`src/rtl/a2d_serf.sv`:
```
// SPI serf front end for an 8-channel A2D: decodes a 16-bit channel command, returns last result.
// Latency: pulses land 3-4 clk after the SS_n/SCLK pin edge; data is returned one frame late.
// Backpressure: none; the monarch paces every frame, and ana_vals is sampled only at a good frame end.
module a2d_serf (
    input  logic        clk,
    input  logic        rst_n,
    input  logic        SS_n,
    input  logic        SCLK,
    input  logic        MOSI,
    input  logic [95:0] ana_vals,
    output logic        MISO,
    output logic [2:0]  cmd_ch,
    output logic        cmd_vld,
    output logic        frame_err
);

    typedef enum logic {IDLE, SHIFT} state_t;

    state_t      state, nxt_state;
    logic [2:0]  ss_ff, sclk_ff;
    logic [1:0]  mosi_ff;
    logic [1:0]  sync_fill;
    logic [15:0] tx_shft;
    logic [13:0] rx_shft;
    logic [4:0]  bit_cnt;
    logic [11:0] result;
    logic [11:0] chan [8];

    logic ss_fall, ss_rise, sclk_rise, sclk_fall;
    logic ld_tx, shift_rx, shift_tx, good_end, bad_end;

    // ff[0] = first stage, ff[1] = synchronized value, ff[2] = edge-detect history
    always_ff @(posedge clk or negedge rst_n) begin
        if (!rst_n) begin
            ss_ff     <= 3'b111;
            sclk_ff   <= 3'b111;
            mosi_ff   <= 2'b00;
            sync_fill <= 2'd0;
        end else begin
            ss_ff   <= {ss_ff[1:0], SS_n};
            sclk_ff <= {sclk_ff[1:0], SCLK};
            mosi_ff <= {mosi_ff[0], MOSI};
            if (sync_fill != 2'd3)
                sync_fill <= sync_fill + 2'd1;
        end
    end

    // The preset-high chain would fake an SS_n fall when reset releases with SS_n
    // already low; only trust a fall once the history flop holds a real pin sample.
    assign ss_fall   = ~ss_ff[1] &  ss_ff[2] & (sync_fill == 2'd3);
    assign ss_rise   =  ss_ff[1] & ~ss_ff[2];
    assign sclk_rise =  sclk_ff[1] & ~sclk_ff[2];
    assign sclk_fall = ~sclk_ff[1] &  sclk_ff[2];

    always_comb begin
        for (int n = 0; n < 8; n++)
            chan[n] = ana_vals[12*n +: 12];
    end

    always_ff @(posedge clk or negedge rst_n) begin
        if (!rst_n)
            state <= IDLE;
        else
            state <= nxt_state;
    end

    always_comb begin
        nxt_state = state;
        ld_tx     = 1'b0;
        shift_rx  = 1'b0;
        shift_tx  = 1'b0;
        good_end  = 1'b0;
        bad_end   = 1'b0;
        case (state)
            IDLE: begin
                if (ss_fall) begin
                    nxt_state = SHIFT;
                    ld_tx     = 1'b1;
                end
            end
            SHIFT: begin
                // End of frame wins over any SCLK edge seen in the same clk
                if (ss_rise) begin
                    nxt_state = IDLE;
                    good_end  = (bit_cnt == 5'd16);
                    bad_end   = (bit_cnt != 5'd16);
                end else if (sclk_rise) begin
                    shift_rx = 1'b1;
                end else if (sclk_fall && bit_cnt != 5'd0) begin
                    shift_tx = 1'b1;
                end
            end
            default: nxt_state = IDLE;
        endcase
    end

    always_ff @(posedge clk or negedge rst_n) begin
        if (!rst_n) begin
            tx_shft   <= 16'd0;
            rx_shft   <= 14'd0;
            bit_cnt   <= 5'd0;
            result    <= 12'd0;
            cmd_ch    <= 3'd0;
            cmd_vld   <= 1'b0;
            frame_err <= 1'b0;
        end else begin
            cmd_vld   <= good_end;
            frame_err <= bad_end;
            if (ld_tx) begin
                tx_shft <= {4'b0000, result};
                rx_shft <= 14'd0;
                bit_cnt <= 5'd0;
            end
            if (shift_rx) begin
                rx_shft <= {rx_shft[12:0], mosi_ff[1]};
                if (bit_cnt != 5'd31)
                    bit_cnt <= bit_cnt + 5'd1;
            end
            if (shift_tx)
                tx_shft <= {tx_shft[14:0], 1'b0};
            if (good_end) begin
                cmd_ch <= rx_shft[13:11];
                result <= chan[rx_shft[13:11]];
            end
        end
    end

    assign MISO = (state == SHIFT) ? tx_shft[15] : 1'b0;

endmodule

```
`config.mk`:
```
export PLATFORM = sky130hd
export DESIGN_NAME = a2d_serf
export DESIGN_NICKNAME = d
export VERILOG_FILES = /design/src/rtl/a2d_serf.sv
export SDC_FILE = /design/constraint.sdc
export NUM_CORES = 1
export LEC_CHECK = 0
export BUFFER_PORTS_ARGS = -buffer_cell sky130_fd_sc_hd__buf_2
export CAP_MARGIN = 15
export CORE_MARGIN = 4
export CORE_UTILIZATION = 51
export CTS_BUF_LIST = sky130_fd_sc_hd__clkbuf_8 sky130_fd_sc_hd__clkbuf_16
export CTS_CLUSTER_SIZE = 14
export DETAILED_ROUTE_END_ITERATION = 8
export PLACE_DENSITY = 0.81
export SKIP_LAST_GASP = 1
export SLEW_MARGIN = 20
export SYNTH_ARGS = -nofsm -noshare
export SYNTH_HDL_FRONTEND = slang
export SYNTH_SLANG_ARGS = --single-unit
```
`constraint.sdc`:
```
create_clock -name clk -period 2.5 [get_ports clk]
set_input_delay 0.125 -clock clk [delete_from_list [all_inputs] [get_ports clk]]
set_output_delay 0.125 -clock clk [all_outputs]
set_load 0.05 [all_outputs]
```
==> Yosys cells after proc, flatten, opt, wreduce, memory -nomap -nowiden <==
Index checks and enable logic that the tools add are counted.
{ "op_classes": {"addsub": 2, "magnitude_cmp": 1, "n_eq_ne": 5, "mux": 26, "n_bitwise": 11, "n_reduce_logical": 4} }
{ "op_table": {"columns": ["cell", "count"], "rows": [
  ["$bmux W12 S3", 1],
  ["$mux W16", 2],
  ["$mux W14", 2],
  ["$mux W12", 2],
  ["$mux W1", 15],
  ["$mux W5", 3],
  ["$ne A5 B5 Y1 const B", 2],
  ["$add A5 B1 Y5 const B", 1],
  ["$and A1 B1 Y1", 5],
  ["$eq A5 B5 Y1 const B", 1],
  ["$not A1 Y1", 5],
  ["$reduce_bool A5 Y1", 1],
  ["$ge A4 B4 Y1 const B", 1],
  ["$not A3 Y4", 1],
  ["$reduce_bool A2 Y1", 2],
  ["$add A2 B1 Y2 const B", 1],
  ["$eq A2 B2 Y1 const B", 1],
  ["$ne A2 B2 Y1 const B", 1],
  ["$pmux W1 S2", 1],
  ["$logic_and A1 B1 Y1", 1]
]} }
{ "word_totals": {"ff_bits": 63, "input_bits": 101, "out_inout_bits": 6, "elab_cells": 61} }

==> Depth between registers and ports, before layout <==
{ "depth": {"ltp_word": 8, "depth_mapped": 8, "depth_no_buf": 7} }

==> Worst setup path after synthesis <==
OpenSTA, ideal clock, no wires.
{ "synth_timing": {"path_kind": "reg2reg", "from": "reg bit_cnt[0]", "to": "reg bit_cnt[2]", "setup_ps": 79, "arrival_time_ps": 1874, "required_ps": 2421, "slack_ps": 546, "path_stages_with_launch": 7, "n_path_buf": 0, "period_less_slack_ps": 1954, "cell_sequence": "dfrtp_1 > ha_1 > and3_1 > ha_1 > nor4_4 > mux2_2 > mux2i_1"} }
{ "synth_via": {"elab_chain_len": 3, "elab_cells_between_ends": 4, "cone_classes": "1 x add/sub; 1 x eq/ne; 2 x mux"} }
{ "synth_lines": {"columns": ["element", "line", "rtl"], "rows": [
  ["start: declaration", "25", "logic [4:0] bit_cnt;"],
  ["start signal: assignment", "117", "bit_cnt <= bit_cnt + 5'd1;"],
  ["$add A5 B1 Y5 / $ne A5 B5 Y1 (equally long branches)", "117, 116", null],
  ["$mux W5 (*)", "116", "if (bit_cnt != 5'd31)"],
  ["$mux W5 (*)", "114", "if (shift_rx) begin"]
]} }
Mark *: on every way between the ends. The rest lies on a longest branch, timed or not.
A chain may end at the register's enable or synchronous reset.

==> Worst setup path after layout <==
Ends and elaborated chain as after synthesis.

==> impl_metrics.json <==
{
  "status": "complete, no violations",
  "hold_viol_final": 0,
  "synth.most_common_cell": "nand2_1",
  "place_ws_ns": 0.3742,
  "crit_path_max_incr_delay_ns": 0.47,
  "synth_cell_types": 37,
  "tritoncts": "yes",
  "cp_common_cell": "ha_1",
  "max_slew_margin": 0.4520,
  "powerDensity_nw_per_um2": 597.8,
  "critPathBufInv": 0,
  "drc_errors": 0,
  "gr-total-overflow": 0,
  "arrival_ns": 2.38,
  "crit_chain": "ha_1 > and3_1 > ha_1 > nor4_4 > mux2_2 > mux2i_1",
  "cp_max_fo": 9,
  "antenna_found_initial": 0,
  "synth_top_area_frac": 0.4412,
  "drt_iter0_markers": 162,
  "fin_crit_sh": 0.8480,
  "yosys_register_bits": 63,
  "period_needed_ns": 2.120,
  "async_reset_ff_frac": 1.000,
  "die_w_um": 87.62,
  "critPathLaunchType": "register",
  "num_antenna_cells": 0,
  "hpwl_um": 5601,
  "io_pins": 107,
  "synth_flop_cell": "dfrtp_1",
  "finalSetupViolations": 0,
  "post_synth.cell_area_avg_um2": 11.63,
  "synth_common_cells": "nand2_1 (65), dfrtp_1 (57), mux4_2 (24)",
  "start_util": 0.5365,
  "leakage_nw": 1.995,
  "postCtsSetupBuffers": 0,
  "cts_resized": 0,
  "n_fill_cell": 458,
  "critPathRequiredTime_ns": 2.76,
  "seq_area_um2": 1584,
  "grt_max_degree": 29,
  "ant_nets": 0,
  "cp-end-kind": "register",
  "path_delay_family": "simple AND/OR/NAND/NOR gates",
  "dieHeight_um": 87.62,
  "ir_drop_uv": 419.7,
  "synth-seq-area-share": 0.4899,
  "rsz0062_at_grt": "false",
  "drv_cap": 0,
  "ys_top_cells_by_area": "dfrtp_1 (44%), mux4_2 (17%), nand2_1 (7.5%)",
  "fin_ws_ns": 0.3800,
  "clk_pin_slew_worst_paths_ns": 0.06,
  "vias_per_cell": 5.551,
  "grt_util_all_layers": 0.2085,
  "core_area_um2": 6026,
  "routabilityCongestion": 0.7617,
  "netlist_instances": 278,
  "fin_nets": 490,
  "root_buffer": "clkbuf_8",
  "drv_slew": 0,
  "cts_max_level": 3,
  "synth_enable_flop_cells": 0,
  "yosysWarnings": 0,
  "grt_pass1_vias": 2703,
  "setup.worst_path.class": "reg2reg",
  "rows": 28,
  "fin_skew_ns": 0.007708,
  "multi_input_area_um2": 1525,
  "grt_pass1_wl_um": 12350,
  "clock_sinks": 63,
  "drive_gt1_frac": 0.4231,
  "max_freq_ghz": 0.4717,
  "syn_nets": 383,
  "synth_largest_area_cell": "dfrtp_1",
  "finalSetupTns_ns": 0,
  "routedWlPerCell_um": 16.02,
  "cts_buffers": 9,
  "area_growth_pct": 25.66,
  "vias": 2581,
  "dieArea_um2": 7677,
  "routed_wl_um": 7451,
  "clkLatencyLatePin_ns": 0.33,
  "cts.path.max_buffers": 2,
  "synth_area_um2": 3233,
  "io_buffers": 106,
  "drt_first_pass_iters": 5,
  "slowest_stage": "nor4_4",
  "ctsHoldBuffers": 4,
  "hp-class": "in2async",
  "max_slew.worst_pin.slew_ns": 0.8221
}
==> state kept, by name, summed over array words and instances, names as in the netlist <==
name       cells
cmd_ch         3
result        12
ss_ff          3
tx_shft       16
mosi_ff        2
rx_shft       14
cmd_vld        1
sync_fill      2
state          1
sclk_ff        3
bit_cnt        5
frame_err      1
==> logic make-up (layout without fill, tap and decap cells) <==
logic type / Yosys count / count (layout) / synth area share
multiplexers: 40 / 40 / 0.2179
adder cells (fa/ha/maj): 4 / 4 / 0.01548
AND/OR/NAND/NOR: 100 / 100 / 0.1424
buffers and inverters: 25 / 137 / 0.03831
XOR/XNOR: 1 / 1 / 0.002709
AO/OA/AOI/OAI: 45 / 45 / 0.09327
flip-flops: 63 / 63 / 0.4899
==> worst register-to-register path, stage by stage (launching register included) <==
cell,delay (ns)
dfrtp_1,0.41
ha_1,0.24
and3_1,0.19
ha_1,0.22
nor4_4,0.47
mux2_2,0.39
mux2i_1,0.13
==> final cells by class <==
class | instances | area share
well taps | 75 | 0.02310
clock inverters | 4 | 0.01078
inverters | 4 | 0.003696
clock buffers | 12 | 0.04065
multi-input cells | 190 | 0.3754
flip-flops and latches | 63 | 0.3899
repair buffers | 117 | 0.1565
==> where the power goes <==
group	switching (mW)	internal, mW
Clock	0.368	0.535
Sequential	0.0691	1.13
Combinational	0.143	0.183
Total	0.581	1.85
==> metrics by stage <==
step | hold slack (ns) | power, mW | std cells | utilization | instance area [um^2]
after floorplan | -0.1706 | 1.392 | 278 | - | 3233
after global placement | 0.02299 | 1.516 | 445 | 0.6329 | 3814
after detailed placement | 0.03015 | 1.540 | 445 | 0.6329 | 3814
after CTS | 0.2040 | 2.445 | 465 | 0.6742 | 4063
after global routing | 0.2536 | 2.550 | 465 | 0.6742 | 4063
final | 0.2119 | 2.429 | 465 | 0.6742 | 4063
==> per-layer routing <==
metal,global-route usage,part of all wire,vias to the layer above
met5,0,0,-
met4,0.07810,0.013,0
met3,0.03763,0.041,6
met2,0.3397,0.53,67
met1,0.2808,0.42,1292
li1,-,-,1216
==> final timing paths <==
path,from,end,slack (ns),cells past startpoint
min in group clk,ana_vals[55],result[7],0.29,4
setup reg to reg,bit_cnt[0],bit_cnt[2],0.38,6
hold / removal,rst_n,mosi_ff[0],0.21,2
setup / recovery,bit_cnt[0],bit_cnt[2],0.38,6
max in group asynchronous,rst_n,result[1],1.66,3
hold reg to reg,mosi_ff[0],mosi_ff[1],0.35,0
==> placed cells by master (no fill, tap or decap), types with 6 or more instances in the layout <==
cell type	count
mux4_2	24
a21o_1	11
buf_4	6
nand2_1	65
dfstp_2	6
a22o_1	11
buf_2	106
dfrtp_1	57
o21ai_0	6
o21ai_1	12
clkbuf_8	12
mux2i_1	13
nand3_1	16
Note: power is estimated with default switching activity, not from simulation.
